### src/rtl/cnn_frame_sequencer_pkg.sv
// Shared definitions for the Braille CNN frame sequencer: FSM state
// encodings, classifier ASCII/LED codes and default frame/timeout sizes.
// The SEND_NL state exists only when CNN_SEQ_NEWLINE_EN is defined.
package cnn_frame_sequencer_pkg;

  typedef enum logic [2:0] {
    ST_IDLE    = 3'd0,
    ST_FEED    = 3'd1,
    ST_WAIT    = 3'd2,
`ifdef CNN_SEQ_NEWLINE_EN
    ST_SEND    = 3'd3,
    ST_SEND_NL = 3'd4
`else
    ST_SEND    = 3'd3
`endif
  } state_t;

  localparam logic [7:0] ASCII_A  = 8'h61;
  localparam logic [7:0] ASCII_B  = 8'h62;
  localparam logic [7:0] ASCII_C  = 8'h63;
  localparam logic [7:0] ASCII_NL = 8'h0A;

  localparam logic [2:0] LED_A = 3'b100;
  localparam logic [2:0] LED_B = 3'b010;
  localparam logic [2:0] LED_C = 3'b001;

  localparam int DEF_PIX_NUM = 784;
  localparam int DEF_TIMEOUT = 4095;

endpackage

### src/rtl/cnn_frame_sequencer_timeout.sv
// Watchdog counter for the sequencer's WAIT state: a loadable up-counter
// with synchronous clear and enable. done is high on the enabled cycle
// whose increment makes the count reach LIMIT, so the caller can act on
// the same edge the limit is reached.
module cnn_seq_timeout
  import cnn_frame_sequencer_pkg::*;
#(
  parameter int LIMIT = DEF_TIMEOUT,
  parameter int CNT_W = $clog2(LIMIT + 1)
) (
  input  logic             clk,
  input  logic             reset_n,
  input  logic             clear,
  input  logic             load,
  input  logic [CNT_W-1:0] load_val,
  input  logic             en,
  output logic             done
);

  logic [CNT_W-1:0] count;

  // Count register: clear has priority over load, load over increment.
  always_ff @(posedge clk) begin
    if (!reset_n) begin
      count <= '0;
    end else if (clear) begin
      count <= '0;
    end else if (load) begin
      count <= load_val;
    end else if (en) begin
      count <= count + 1'b1;
    end
  end

  assign done = en && (count == CNT_W'(LIMIT - 1));

endmodule

### src/rtl/cnn_frame_sequencer.sv
// Braille CNN frame sequencer: on start, streams PIX_NUM pixels from the
// frame buffer into stage 1, waits (with watchdog) for the classifier
// result strobe, then hands the result byte to the UART over valid/ready.
// Optional macro CNN_SEQ_NEWLINE_EN appends a 0x0A byte after each result.
module cnn_frame_sequencer
  import cnn_frame_sequencer_pkg::*;
#(
  parameter int PIX_NUM = DEF_PIX_NUM,
  parameter int ADDR_W  = 10,
  parameter int PIX_BW  = 8,
  parameter int TIMEOUT = DEF_TIMEOUT
) (
  input  logic              clk,
  input  logic              reset_n,
  input  logic              i_start,
  output logic              o_busy,
  output logic              o_rd_en,
  output logic [ADDR_W-1:0] o_rd_addr,
  input  logic [PIX_BW-1:0] i_rd_data,
  output logic              o_pix_valid,
  output logic [PIX_BW-1:0] o_pix,
  input  logic              i_cls_valid,
  input  logic [7:0]        i_alpha,
  input  logic [2:0]        i_led,
  output logic              o_tx_valid,
  output logic [7:0]        o_tx_data,
  input  logic              i_tx_ready,
  output logic [2:0]        o_led,
  output logic              o_err
);

  localparam logic [ADDR_W-1:0] LAST_ADDR = ADDR_W'(PIX_NUM - 1);

  state_t state;
  state_t next_state;

  logic              tmo_done;
  logic              tmo_clear;
  logic              tmo_en;

  logic              busy_d;
  logic              rd_en_d;
  logic [ADDR_W-1:0] rd_addr_d;
  logic              tx_valid_d;
  logic [7:0]        tx_data_d;
  logic [2:0]        led_d;
  logic              err_d;

  // The watchdog runs only while waiting and is cleared in every other
  // state, which clears it on WAIT entry.
  assign tmo_clear = (state != ST_WAIT);
  assign tmo_en    = (state == ST_WAIT);

  cnn_seq_timeout #(
    .LIMIT (TIMEOUT)
  ) u_timeout (
    .clk      (clk),
    .reset_n  (reset_n),
    .clear    (tmo_clear),
    .load     (1'b0),
    .load_val ('0),
    .en       (tmo_en),
    .done     (tmo_done)
  );

  // State register.
  always_ff @(posedge clk) begin
    if (!reset_n) begin
      state <= ST_IDLE;
    end else begin
      state <= next_state;
    end
  end

  // Next-state logic; a result in the timeout cycle takes priority.
  always_comb begin
    next_state = state;
    case (state)
      ST_IDLE: if (i_start) next_state = ST_FEED;
      ST_FEED: if (o_rd_addr == LAST_ADDR) next_state = ST_WAIT;
      ST_WAIT: begin
        if (i_cls_valid) begin
          next_state = ST_SEND;
        end else if (tmo_done) begin
          next_state = ST_IDLE;
        end
      end
      ST_SEND: begin
        if (i_tx_ready) begin
`ifdef CNN_SEQ_NEWLINE_EN
          next_state = ST_SEND_NL;
`else
          next_state = ST_IDLE;
`endif
        end
      end
`ifdef CNN_SEQ_NEWLINE_EN
      ST_SEND_NL: if (i_tx_ready) next_state = ST_IDLE;
`endif
      default: next_state = ST_IDLE;
    endcase
  end

  // Output logic: next values of the registered outputs, derived from the
  // upcoming state so each output changes on the same edge as the state.
  always_comb begin
    busy_d     = (next_state != ST_IDLE);
    rd_en_d    = (next_state == ST_FEED);
    rd_addr_d  = '0;
    tx_valid_d = (next_state == ST_SEND);
    tx_data_d  = o_tx_data;
    led_d      = o_led;
    err_d      = 1'b0;
    if ((state == ST_FEED) && (next_state == ST_FEED)) begin
      rd_addr_d = o_rd_addr + ADDR_W'(1);
    end
    if ((state == ST_WAIT) && i_cls_valid) begin
      tx_data_d = i_alpha;
      led_d     = i_led;
    end
    if ((state == ST_WAIT) && !i_cls_valid && tmo_done) begin
      err_d = 1'b1;
    end
`ifdef CNN_SEQ_NEWLINE_EN
    if (next_state == ST_SEND_NL) begin
      tx_valid_d = 1'b1;
    end
    if ((state == ST_SEND) && i_tx_ready) begin
      tx_data_d = ASCII_NL;
    end
`endif
  end

  // Output registers.
  always_ff @(posedge clk) begin
    if (!reset_n) begin
      o_busy     <= 1'b0;
      o_rd_en    <= 1'b0;
      o_rd_addr  <= '0;
      o_tx_valid <= 1'b0;
      o_tx_data  <= '0;
      o_led      <= 3'b000;
      o_err      <= 1'b0;
    end else begin
      o_busy     <= busy_d;
      o_rd_en    <= rd_en_d;
      o_rd_addr  <= rd_addr_d;
      o_tx_valid <= tx_valid_d;
      o_tx_data  <= tx_data_d;
      o_led      <= led_d;
      o_err      <= err_d;
    end
  end

  // Pixel stage: frame-buffer read strobe and data delayed one cycle.
  always_ff @(posedge clk) begin
    if (!reset_n) begin
      o_pix_valid <= 1'b0;
      o_pix       <= '0;
    end else begin
      o_pix_valid <= o_rd_en;
      o_pix       <= i_rd_data;
    end
  end

endmodule

### config.mk
export PLATFORM = sky130hd
export DESIGN_NAME = cnn_frame_sequencer
export DESIGN_NICKNAME = d
export VERILOG_FILES = /design/src/rtl/cnn_frame_sequencer_pkg.sv /design/src/rtl/cnn_frame_sequencer_timeout.sv /design/src/rtl/cnn_frame_sequencer.sv
export SDC_FILE = /design/constraint.sdc
export NUM_CORES = 1
export LEC_CHECK = 0
export CAP_MARGIN = 20
export CORE_MARGIN = 10
export CORE_UTILIZATION = 41
export DETAILED_ROUTE_END_ITERATION = 16
export PLACE_DENSITY = 0.82
export SLEW_MARGIN = 20
export SYNTH_ARGS = -nofsm -noshare
export SYNTH_HDL_FRONTEND = slang
export SYNTH_SLANG_ARGS = --single-unit
export TNS_END_PERCENT = 50
### constraint.sdc
create_clock -name clk -period 1.5 [get_ports clk]
set_input_delay 0.225 -clock clk [delete_from_list [all_inputs] [get_ports clk]]
set_output_delay 0.225 -clock clk [all_outputs]
set_load 0.01 [all_outputs]
Word level (Yosys, flattened, before mapping)
Cells that the tools add are included.
Storage, ports and cells
  register bits: 49
  output and inout port bits: 34
  word-level logic and storage cells: 39
Operators by class
  add/subtract/negate cells: 2
  equality and inequality tests: 8
  muxes and demuxes: 7
  bitwise gates (word level): 1
  reductions and logical operators: 10
Operators with widths (number)
  two-way mux 3 bit: 5
  adder 12 x 1 -> 12 bit (second input constant): 1
  == test 12 bit (second input constant): 1
  one-hot mux 3 bit (4 select lines): 1
  adder 10 x 1 -> 10 bit (second input constant): 1
  == test 10 bit (second input constant): 1
  == test 3 x 2 -> 1 bit (second input constant): 3
  == test 3 x 1 -> 1 bit (second input constant): 2
  logical AND 1 bit: 5
  logical NOT 3 bit: 1
  inequality test 3 x 2 -> 1 bit (second input constant): 1
  nonzero test 3 bit: 1
  AND reduction 2 bit: 1
  OR reduction 2 bit: 1
  logical NOT 1 bit: 1
  two-way mux 1 bit: 1
  inverter 1 bit: 1

Longest topological paths before layout
Gate-level depths: netlist of run 1.
  depth after elaboration: 8
  mapped depth: 6
  mapped depth without buffers: 5

Hierarchy
A second synthesis of run 1 with hierarchy kept.
Unflattened totals
  cells, all modules: 229
  area, all modules: 2125.8 um^2
Modules (own cells, without submodules)
  cnn_frame_sequencer: times used 1, cells an instance 150, area an instance 1425.1 um^2, seq. area each 740.7 um^2
  cnn_seq_timeout: times used 1, cells an instance 79, area an instance 700.7 um^2, seq. area each 240.2 um^2

Worst setup path before layout of run 1
No wires, ideal clock.
  path type: register -> register
  start point: register o_rd_addr[0]
  end point: register o_rd_en
  arrival: 1.567 ns
  setup slack: -0.166 ns
  stages on the path, launching flop included: 6
  period minus slack after synthesis: 1.666 ns
  cells stage by stage: dfxtp_1 -> ha_1 -> and3_1 -> and4_1 -> o221a_2 -> a2111oi_4
Between the ends
  cells in the longest elaborated chain, start to end: 4
RTL lines
  start, declared: line cnn_frame_sequencer.sv:18  | output logic [ADDR_W-1:0] o_rd_addr,
  start signal, assigned: line cnn_frame_sequencer.sv:147  | o_rd_addr <= rd_addr_d;
  == test 10 bit: line cnn_frame_sequencer.sv:80  | ST_FEED: if (o_rd_addr == LAST_ADDR) next_state = ST_WAIT;
  two-way mux 3 bit: line cnn_frame_sequencer.sv:80
  one-hot mux 3 bit (4 select lines): line cnn_frame_sequencer.sv:78  | case (state)
  == test 3 x 1 -> 1 bit: line cnn_frame_sequencer.sv:108  | rd_en_d = (next_state == ST_FEED);
  end signal, assigned: line cnn_frame_sequencer.sv:146  | o_rd_en <= rd_en_d;
  end, declared: line cnn_frame_sequencer.sv:17  | output logic o_rd_en,
No other way between the ends.
A chain may end at the register's enable or synchronous reset.

Worst setup path after layout of run 1
  start point: register o_rd_addr[8]
  end point: output o_rd_addr[8]
No word-level cell between the ends.

==> load_flow_metrics.sql, run 1 <==
INSERT INTO impl_metrics (metric_group, metric, value, unit) VALUES
('status', 'result_of_the_run', 'complete, no violations', ''),
('clocking', 'numClockSinks', '49', ''),
('placement', 'placed_cell_area', '0.00270', 'sq mm'),
('timing', 'finalCriticalPeriod', '1.45', 'ns'),
('yosys', 'yosys-top-cells-area', 'dfxtp_1 52%, nand2_1 5.8%, xnor2_1 5.6%', ''),
('timing', 'final.setup_skew', '0.00829', 'ns'),
('yosys', 'syn_area_per_cell', '9.14', 'sq um'),
('clocking', 'clock_insertion_delay_worst_skew', '0.30', 'ns'),
('grt', 'grt_usage', '11.8', '%'),
('timing', 'layout_worst_path_cycle_share', '96.9', '%'),
('route', 'drtIter0Drc', '67', ''),
('route', 'route.detailed.vias_per_inst', '4.72', ''),
('route', 'remaining_antenna_violation_count', '0', ''),
('floorplan', 'die_area', '0.00767', 'sq mm'),
('critical_path', 'critical_path.cell_chain', 'clkdlybuf4s50_1', ''),
('yosys', 'count_of_mapped_cells_out_of_synthesis', '205', ''),
('placement', 'gp_congestion', '0.865', ''),
('grt', 'wire_length_of_the_first_global_routing_pass', '7450', 'microns'),
('yosys', 'dominantRegCellSynth', 'dfxtp_1', ''),
('clocking', 'cts_root_buf', 'clkbuf_8', ''),
('yosys', 'synth_async_sr_flop_share', '0', '%'),
('critical_path', 'critical_path.max_fanout', '5', ''),
('grt', 'grt_remaining_overflow', '0', ''),
('final_layout', 'area_delta_synth_final', '50.4', '%'),
('placement', 'placedCellCount', '331', ''),
('flow_run', 'maxCapViolations', '0', ''),
('route', 'drt_first_pass_iters', '4', ''),
('route', 'drt_wl_total', '4570', 'microns'),
('pwr', 'pwr_density_cell', '797', 'mW/mm^2'),
('yosys', 'synthesis.nets', '232', ''),
('yosys', 'synth-seq-cells', '49', ''),
('timing', 'fin_hold_viols', '0', ''),
('timing', 'setup_violations', '0', ''),
('critical_path', 'crit_slowest_cell', 'clkdlybuf4s50_1', ''),
('yosys', 'synth_area', '0.00187', 'sq mm'),
('grt', 'grt_start_max_net_pins', '17', ''),
('final_layout', 'finalNonFillerCells', '340', ''),
('final_layout', 'nets', '314', ''),
('floorplan', 'die_height', '87.6', 'microns'),
('route', 'detail_route.wl_per_cell', '13.5', 'microns'),
('critical_path', 'timing.critical_path.to_type', 'output port', ''),
('yosys', 'edff_count_synth', '0', ''),
('grt', 'first_global_vias', '1665', ''),
('critical_path', 'worstPathBufferInverterCount', '1', ''),
('clocking', 'cts_htree_levels', '2', ''),
('critical_path', 'path_class', 'reg2out', ''),
('yosys', 'synth_sequential_area_ratio', '52.4', '%'),
('floorplan', 'initial_core_util', '42.7', '%'),
('clocking', 'cts_max_path_buffers', '2', ''),
('final_layout', 'post-route-cell-area', '0.00282', 'sq mm'),
('yosys', 'yosysUniqueCellTypes', '32', ''),
('critical_path', 'cell_family_with_most_cp_delay', 'buffers and inverters', ''),
('pwr', 'power.static_leakage', '1.03', 'nW'),
('hold_path', 'min_path_type', 'reg2reg', ''),
('floorplan', 'core_area', '0.00438', 'sq mm'),
('route', 'drc', '0', ''),
('yosys', 'count_of_yosys_warnings_during_synthesis', '0', ''),
('clocking', 'tritoncts', 'done', ''),
('pwr', 'vdd.ir_drop.worst', '0.541', 'mV'),
('route', 'via_count', '1606', ''),
('timing', 'timing.setup.tns', '0', 'ns'),
('final_layout', 'layout-drive-gt1-share', '18.4', '%'),
('clocking', 'cts.reportedPaths.clkPinSlew', '0.09', 'ns'),
('yosys', 'fraction_of_post_synthesis_cell_area_in_the_top_cell_type_by_area', '52.4', '%'),
('yosys', 'netlist.top_cell.by_area', 'dfxtp_1', ''),
('timing', 'slew_viols_final', '0', ''),
('critical_path', 'critical_path.max_stage_delay', '0.55', 'ns'),
('clocking', 'cts_made_buffers', '5', ''),
('floorplan', 'die_x', '87.6', 'microns'),
('yosys', 'synth_top_cells_by_count', '49 x dfxtp_1, 29 x nand2_1, 24 x nor2_1', ''),
('placement', 'placement.io_buffers', '57', ''),
('timing', 'rsz0062_at_grt', 'true', ''),
('final_layout', 'finalCoreUtilization', '64.3', '%'),
('timing', 'max_freq', '688', 'MHz'),
('critical_path', 'cp_data_arrival_time', '1.23', 'ns'),
('floorplan', 'num_io_pins', '58', ''),
('critical_path', 'worst_ep_required_time', '1.27', 'ns'),
('critical_path', 'critPathLaunchType', 'register', ''),
('yosys', 'synthMostInstantiatedCell', 'dfxtp_1', ''),
('final_layout', 'nFillCells', '371', ''),
('floorplan', 'std_cell_rows', '24', ''),
('placement', 'dpl.hpwl', '3540', 'microns'),
('grt', 'grt_antenna_before_repair', '0', ''),
('final_layout', 'antenna-diode-count', '0', '');
[registers in the layout, summed over array words and instances, names as in the netlist, 3 cells and up]
register	flops
o_led	3
o_tx_data	8
u_timeout.count	12
o_rd_addr	10
o_pix	8
state	3
[placed cells by master (no fill, tap or decap), types with 4 or more instances in the layout]
cell type	synthesis	layout
xnor2_1	12	12
dlygate4sd2_1	0	9
clkdlybuf4s50_1	0	48
nand3_1	9	9
xor2_1	4	4
nor2b_1	4	4
nor2_1	24	22
inv_1	7	7
nor3_1	4	4
and2_1	10	10
a21oi_1	15	15
clkbuf_8	0	5
dfxtp_2	0	8
nand2_1	29	29
dfxtp_1	49	41
buf_4	0	23
o21ai_0	5	4
[area by class of cell]
type                    instances  area (sq um)  share of cell area, %
clock buffers                   5          68.8                   2.44
clock inverters                 3          21.3                  0.755
inverters                       7          26.3                  0.933
multi-input cells             143           893                   31.7
flip-flops and latches         49           991                   35.2
well taps                      52          65.1                   2.31
repair buffers                 81           752                   26.7
[report_power, final]
group          switching (mW)  total [mW]  internal [mW]
sequential            0.00819        1.33           1.32
combinational          0.0497       0.151          0.101
clock                   0.437       0.768          0.331
[through the flow]
| step | setup slack, ns | power, mW | hold WS, ns |
|---|---|---|---|
| after detailed placement | -0.127 | 1.51 | 0.446 |
| after CTS | -0.0238 | 2.28 | 0.451 |
| after floorplan | 0.00374 | 1.40 | 0.304 |
| final | 0.0471 | 2.24 | 0.457 |
| after global routing | -0.0548 | 2.33 | 0.466 |
| after global placement | -0.0726 | 1.51 | 0.441 |
[layer usage]
| layer | up-vias | GRT usage (%) | routed length (microns) |
|---|---|---|---|
| met5 | - | 0 | 0 |
| met1 | 727 | 12.3 | 1790 |
| met4 | 0 | 1.74 | 22 |
| met2 | 34 | 21.8 | 2470 |
| li1 | 843 | - | - |
| met3 | 2 | 5.29 | 292 |
[final timing paths]
path                              from                         to  slack, ns  depth (start not counted)
max reg2reg    o_rd_addr[1]$_SDFF_PN0_    o_rd_addr[2]$_SDFF_PN0_       0.05                          5
min          o_tx_data[2]$_SDFFE_PN0P_  o_tx_data[2]$_SDFFE_PN0P_       0.46                          2
max            o_rd_addr[8]$_SDFF_PN0_               o_rd_addr[8]       0.05                          1
min reg2reg  o_tx_data[2]$_SDFFE_PN0P_  o_tx_data[2]$_SDFFE_PN0P_       0.46                          2
[timing repair]
action,CTS,global route
setup endpoints to repair,22,23
hold buffers,0,0
gates resized for setup,13,9
cloned,0,0
pin swaps,0,7
buffers inserted,0,1
[kinds of logic (layout without fill, tap and decap cells)]
logic type | Yosys count | count (layout) | share of synthesized area, %
xor+xnor | 16 | 16 | 7.48
flops | 49 | 49 | 52.4
simple gates | 97 | 97 | 25.9
compound gates | 26 | 26 | 9.35
fa+ha+maj | 3 | 3 | 2.00
buf+inv | 13 | 96 | 2.74
other cells | 1 | 1 | 0.200
Power figures use the tool's default switching activity.
==> run 2: changes to the inputs <==
- CAP_MARGIN: 20 -> default
- CELL_PAD_IN_SITES_DETAIL_PLACEMENT: default -> 1
- CELL_PAD_IN_SITES_GLOBAL_PLACEMENT: default -> 1
- CORE_ASPECT_RATIO: default -> 0.9
- CORE_UTILIZATION: 41 -> 30
==> run 2 against run 1 <==
The run now ends with negative setup slack left. First-iteration DRC count down 36%. Wire length grew 24%. Cell area increased by 3.0%. Final cell count rose by 6.5%. Die area rose by 28%. Hold slack better by 0.0017 ns. Core utilization shrank 17 points. Sequential power is essentially flat. Sequential cell count stayed put. Clock skew grew 0.0010 ns. Largest cell class unchanged. Largest power group unchanged. Highest routed layer unchanged.
==> load_flow_metrics.sql, run 2 (synthesis results as in run 1) <==
INSERT INTO impl_metrics (metric_group, metric, value, unit) VALUES
('critical_path', 'worstPathBufferInverterCount', '1', ''),
('route', 'drt_wl_total', '5680', 'microns'),
('timing', 'layout_worst_path_cycle_share', '101', '%'),
('clocking', 'cts_htree_levels', '2', ''),
('timing', 'setup_violations', '2', ''),
('clocking', 'tritoncts', 'done', ''),
('floorplan', 'core_area', '0.00608', 'sq mm'),
('clocking', 'clock_insertion_delay_worst_skew', '0.30', 'ns'),
('timing', 'slew_viols_final', '0', ''),
('critical_path', 'critical_path.cell_chain', 'ha_4 > and3_4 > nand4_1 > o21a_1 > buf_4 > a31oi_1', ''),
('hold_path', 'hold_start', 'o_led[0]$_SDFFE_PN0P_', ''),
('clocking', 'numClockSinks', '49', ''),
('timing', 'rsz0062_at_grt', 'true', ''),
('final_layout', 'nets', '316', ''),
('final_layout', 'antenna-diode-count', '0', ''),
('final_layout', 'area_delta_synth_final', '54.9', '%'),
('floorplan', 'die_height', '95.0', 'microns'),
('final_layout', 'commonest_cells_after_routing_fill_and_taps_aside', '47 x clkdlybuf4s50_1, 41 x dfxtp_1, 29 x nand2_1', ''),
('status', 'failing_checks', 'negative setup slack', ''),
('route', 'drtIter0Drc', '43', ''),
('grt', 'grt_antenna_before_repair', '0', ''),
('placement', 'dp_worst_setup_slack', '-0.272', 'ns'),
('critical_path', 'regToRegStartpoint', 'o_rd_addr[0]$_SDFF_PN0_', ''),
('route', 'drc', '0', ''),
('timing', 'finalCriticalPeriod', '1.51', 'ns'),
('critical_path', 'crit_slowest_cell', 'dfxtp_2', ''),
('final_layout', 'finalCoreUtilization', '47.7', '%'),
('hold_path', 'hold_end', 'o_led[0]$_SDFFE_PN0P_', ''),
('route', 'remaining_antenna_violation_count', '0', ''),
('critical_path', 'worst_ep_required_time', '1.72', 'ns'),
('status', 'result_of_the_run', 'finished, violations left', ''),
('critical_path', 'path_class', 'reg2reg', ''),
('route', 'route.detailed.vias_per_inst', '4.70', ''),
('floorplan', 'num_io_pins', '58', ''),
('critical_path', 'critical_path.max_stage_delay', '0.37', 'ns'),
('clocking', 'cts_max_path_buffers', '2', ''),
('final_layout', 'final_common_cell', 'clkdlybuf4s50_1', ''),
('clocking', 'cts.reportedPaths.clkPinSlew', '0.09', 'ns'),
('route', 'detail_route.wl_per_cell', '15.7', 'microns'),
('final_layout', 'largest_reg_flops', '12', ''),
('placement', 'gp_congestion', '0.795', ''),
('timing', 'fin_hold_viols', '0', ''),
('grt', 'global_route.usage.met2', '19.4', '%'),
('floorplan', 'die_area', '0.00981', 'sq mm'),
('critical_path', 'timing.critical_path.to_type', 'register', ''),
('clocking', 'cts_made_buffers', '5', ''),
('grt', 'grt_start_max_net_pins', '15', ''),
('timing', 'setup_slack', '-0.0118', 'ns'),
('timing', 'final.setup_skew', '0.00929', 'ns'),
('critical_path', 'reg2reg_to', 'o_busy$_SDFF_PN0_', ''),
('grt', 'first_global_vias', '1811', ''),
('critical_path', 'cp_data_arrival_time', '1.73', 'ns'),
('placement', 'dpl.hpwl', '4240', 'microns'),
('critical_path', 'cell_family_with_most_cp_delay', 'compound AO/OA/AOI/OAI gates', ''),
('route', 'via_count', '1700', ''),
('grt', 'wire_length_of_the_first_global_routing_pass', '8960', 'microns'),
('final_layout', 'layout-drive-gt1-share', '18.6', '%'),
('critical_path', 'crit_path_start', 'o_rd_addr[0]$_SDFF_PN0_', ''),
('hold_path', 'min_path_cells', '2', ''),
('grt', 'grt_remaining_overflow', '0', ''),
('clocking', 'cts_root_buf', 'clkbuf_8', ''),
('pwr', 'power.static_leakage', '1.08', 'nW'),
('critical_path', 'depth_of_the_worst_register_to_register_path', '6', ''),
('timing', 'max_freq', '661', 'MHz'),
('floorplan', 'std_cell_rows', '27', ''),
('flow_run', 'maxCapViolations', '0', ''),
('critical_path', 'r2r_slack', '-0.01', 'ns'),
('grt', 'grt_usage', '11.5', '%'),
('floorplan', 'initial_core_util', '30.8', '%'),
('final_layout', 'top_register_by_number_of_flip_flops', 'u_timeout.count', ''),
('hold_path', 'min_path_type', 'reg2reg', ''),
('floorplan', 'die_x', '103', 'microns'),
('placement', 'placement.io_buffers', '57', ''),
('grt', 'use_met1', '14.2', '%'),
('grt', 'grt.busiest_layer', 'met2', ''),
('route', 'drt_first_pass_iters', '4', ''),
('critical_path', 'critical_path.max_fanout', '3', ''),
('critical_path', 'critPathLaunchType', 'register', ''),
('final_layout', 'biggestRegsByFlops', 'u_timeout.count (12), o_rd_addr (10)', ''),
('grt', 'globalRouteMet3Util', '2.77', '%'),
('pwr', 'pwr_density_cell', '845', 'mW/mm^2'),
('pwr', 'vdd.ir_drop.worst', '0.345', 'mV');
[run 2: worst max-delay path by stage]
stage                               to  slack [ns]  cells after the start
global placement    o_rd_en$_SDFF_PN0_       -0.22                      5
detailed placement  o_rd_en$_SDFF_PN0_       -0.27                      5
CTS                 o_rd_en$_SDFF_PN0_       -0.09                      5
global route         o_busy$_SDFF_PN0_       -0.06                      5
floorplan           o_rd_en$_SDFF_PN0_       0.004                      5
finish               o_busy$_SDFF_PN0_       -0.01                      6
[run 2: per-layer routing]
metal  share of wire [%]  vias to the layer above
met4                0.81                        0
met1                  46                      812
li1                    -                      841
met5                   0                        -
met2                  48                       43
met3                 4.3                        4
[run 2: final cells by class]
class | count | area (sq um)
clock buffers | 7 | 86.3
clock inverters | 1 | 30.0
fillers | 693 | 3180
inverters | 7 | 26.3
multi-input cells | 143 | 906
flip-flops and latches | 49 | 993
well taps | 72 | 90.1
repair buffers | 83 | 769
[run 2: power by group]
| group | switching [mW] | internal [mW] |
|---|---|---|
| logic | 0.0545 | 0.0998 |
| clock network | 0.429 | 0.544 |
| registers | 0.0102 | 1.32 |
| total | 0.493 | 1.96 |
[run 2: what timing repair did]
item	CTS	global route
hold buffers	0	0
buffers inserted	0	4
cloned	0	0
endpoints found under the setup margin	22	27
hold endpoints to repair	0	0
gates resized for setup	12	14
pin swaps	1	10
[run 2: through the flow]
step           total power [mW]  hold WS [ns]  area [sq um]  setup TNS [ns]  instances
6_report                   2.45         0.459          2900         -0.0222        362
5_1_grt                    2.55         0.476          2900          -0.188        362
4_1_cts                    2.49         0.459          2830          -0.155        358
3_5_place_dp               1.51         0.454          2720           -2.23        350
3_3_place_gp               1.51         0.442          2720           -1.44        350
2_1_floorplan              1.40         0.304          1910               0        205
[run 2: worst min-delay path, cell delays in order, from the launching register on]
cell and delay, ns:
dfxtp_1 0.32, nand2_1 0.05, a21oi_1 0.05
==> run 3: changes to the inputs <==
- CORE_UTILIZATION: 30 -> 32
- CTS_BUF_LIST: default -> sky130_fd_sc_hd__clkbuf_8
- PLACE_DENSITY: 0.82 -> 0.86
==> run 3 against run 2 <==
The run still ends with negative setup slack left. Critical path depth is 1 lower. Critical endpoint is now o_tx_valid$_SDFF_PN0_. Sequential cell count unchanged. Sequential power about the same. Highest routed layer unchanged.
==> load_flow_metrics.sql, run 3 (synthesis results as in run 1) <==
INSERT INTO impl_metrics (metric_group, metric, value, unit) VALUES
('floorplan', 'die_height', '92.6', 'microns'),
('timing', 'setup_violations', '1', ''),
('final_layout', 'area_delta_synth_final', '54.3', '%'),
('pwr', 'power.static_leakage', '1.06', 'nW'),
('clocking', 'clock_insertion_delay_worst_skew', '0.30', 'ns'),
('timing', 'timing.setup.tns', '-0.00879', 'ns'),
('route', 'drt_first_pass_iters', '4', ''),
('critical_path', 'critPathLaunchType', 'register', ''),
('pwr', 'total_power', '2.42', 'mW'),
('critical_path', 'worst_ep_required_time', '1.71', 'ns'),
('pwr', 'vdd.ir_drop.worst', '0.564', 'mV'),
('critical_path', 'depth_of_the_worst_register_to_register_path', '5', ''),
('placement', 'gp_congestion', '0.776', ''),
('pwr', 'pwr_density_cell', '837', 'mW/mm^2'),
('clocking', 'cts_max_path_buffers', '2', ''),
('critical_path', 'cp_data_arrival_time', '1.72', 'ns'),
('route', 'drc', '0', ''),
('final_layout', 'post-route-cell-area', '0.00289', 'sq mm'),
('clocking', 'cts_root_buf', 'clkbuf_8', ''),
('grt', 'grt_usage', '11.2', '%'),
('clocking', 'numClockSinks', '49', ''),
('floorplan', 'die_x', '101', 'microns'),
('floorplan', 'initial_core_util', '32.9', '%'),
('grt', 'grt_start_max_net_pins', '16', ''),
('hold_path', 'min_path_type', 'reg2reg', ''),
('flow_run', 'maxCapViolations', '0', ''),
('placement', 'dpl.hpwl', '4190', 'microns'),
('critical_path', 'regToRegStartpoint', 'o_rd_addr[1]$_SDFF_PN0_', ''),
('timing', 'rsz0062_at_grt', 'true', ''),
('hold_path', 'hold_start', 'o_tx_data[7]$_SDFFE_PN0P_', ''),
('timing', 'slew_viols_final', '0', ''),
('floorplan', 'core_area', '0.00569', 'sq mm'),
('timing', 'layout_worst_path_cycle_share', '101', '%'),
('final_layout', 'top_register_by_number_of_flip_flops', 'u_timeout.count', ''),
('clocking', 'cts.reportedPaths.clkPinSlew', '0.09', 'ns'),
('route', 'via_count', '1703', ''),
('timing', 'setup_slack', '-0.00879', 'ns'),
('clocking', 'tritoncts', 'done', ''),
('route', 'drt_wl_total', '5330', 'microns'),
('final_layout', 'final_common_cell', 'clkdlybuf4s50_1', ''),
('grt', 'wire_length_of_the_first_global_routing_pass', '8640', 'microns'),
('floorplan', 'std_cell_rows', '26', ''),
('final_layout', 'nets', '316', ''),
('critical_path', 'critical_path.max_fanout', '3', ''),
('timing', 'max_freq', '663', 'MHz'),
('status', 'failing_checks', 'negative setup slack', ''),
('route', 'detail_route.wl_per_cell', '14.8', 'microns'),
('route', 'remaining_antenna_violation_count', '0', ''),
('critical_path', 'path_class', 'reg2reg', ''),
('route', 'route.detailed.vias_per_inst', '4.73', ''),
('floorplan', 'die_area', '0.00932', 'sq mm'),
('placement', 'placement.io_buffers', '57', ''),
('final_layout', 'largest_reg_flops', '12', ''),
('timing', 'fin_hold_viols', '0', ''),
('final_layout', 'antenna-diode-count', '0', ''),
('critical_path', 'r2r_slack', '-0.009', 'ns'),
('timing', 'finalCriticalPeriod', '1.51', 'ns'),
('grt', 'grt_remaining_overflow', '0', ''),
('status', 'result_of_the_run', 'finished, violations left', ''),
('final_layout', 'commonest_cells_after_routing_fill_and_taps_aside', '48 x clkdlybuf4s50_1, 44 x dfxtp_1, 29 x nand2_1', ''),
('grt', 'grt_antenna_before_repair', '0', ''),
('route', 'drtIter0Drc', '24', ''),
('hold_path', 'min_path_cells', '2', ''),
('final_layout', 'layout-drive-gt1-share', '17.9', '%'),
('critical_path', 'reg2reg_to', 'o_tx_valid$_SDFF_PN0_', ''),
('clocking', 'cts_htree_levels', '2', ''),
('critical_path', 'timing.critical_path.to_type', 'register', ''),
('clocking', 'cts_made_buffers', '5', ''),
('final_layout', 'biggestRegsByFlops', 'u_timeout.count (12), o_rd_addr (10)', ''),
('grt', 'first_global_vias', '1786', ''),
('hold_path', 'hold_end', 'o_tx_data[7]$_SDFFE_PN0P_', ''),
('placement', 'placed_cell_area', '0.00274', 'sq mm'),
('clocking', 'ctsHoldBuffers', '0', ''),
('timing', 'final.setup_skew', '0.0115', 'ns'),
('floorplan', 'num_io_pins', '58', '');
## run 3: what timing repair did
action / 4_1_cts / 5_1_grt
cloned: 0 / 0
setup endpoints to repair: 22 / 24
buffers inserted: 0 / 1
pin swaps: 1 / 5
resized for setup: 11 / 10
## run 3: final cells by class
cell class              instances  area, sq um
clock buffers                   5         68.8
well taps                      70         87.6
multi-input cells             143          911
inverters                       7         26.3
clock inverters                 3         42.5
flip-flops and latches         49          987
fillers                       656         2800
repair buffers                 83          767
## run 3: layer usage
metal	GRT usage (%)	up-vias	part of all wire, %
li1	-	847	-
met1	13.0	809	43
met2	19.4	43	51
met3	3.19	4	5.4
met4	3.18	0	0.88
met5	0	-	0
## run 3: through the flow
step	std cells	worst slack, ns	util (%)	hold WS [ns]
floorplan	205	0.00374	-	0.304
global placement	351	-0.112	48.0	0.441
detailed placement	351	-0.195	48.0	0.447
CTS	359	-0.0578	49.9	0.460
global route	360	-0.0937	50.8	0.476
finish	360	-0.00879	50.8	0.460
## run 3: worst max path at each step
stage	from	to	slack (ns)	cells past startpoint
after floorplan	o_rd_addr[0]$_SDFF_PN0_	o_rd_en$_SDFF_PN0_	0.004	5
after global placement	i_tx_ready	o_rd_en$_SDFF_PN0_	-0.11	5
after detailed placement	i_cls_valid	o_rd_en$_SDFF_PN0_	-0.20	5
after CTS	o_rd_addr[1]$_SDFF_PN0_	o_rd_en$_SDFF_PN0_	-0.06	5
after global routing	o_rd_addr[1]$_SDFF_PN0_	o_tx_valid$_SDFF_PN0_	-0.09	5
final	o_rd_addr[1]$_SDFF_PN0_	o_tx_valid$_SDFF_PN0_	-0.009	5
## run 3: where the power goes
group | internal [mW] | switching [mW]
sequential | 1.32 | 0.00958
combinational | 0.102 | 0.0556
clock | 0.494 | 0.440
## run 3: critical path, cell delays in order, from the launching register on
cell,delay (ns)
dfxtp_2,0.36
ha_4,0.13
and3_4,0.19
nand4_1,0.14
o21a_2,0.26
a2111oi_4,0.34
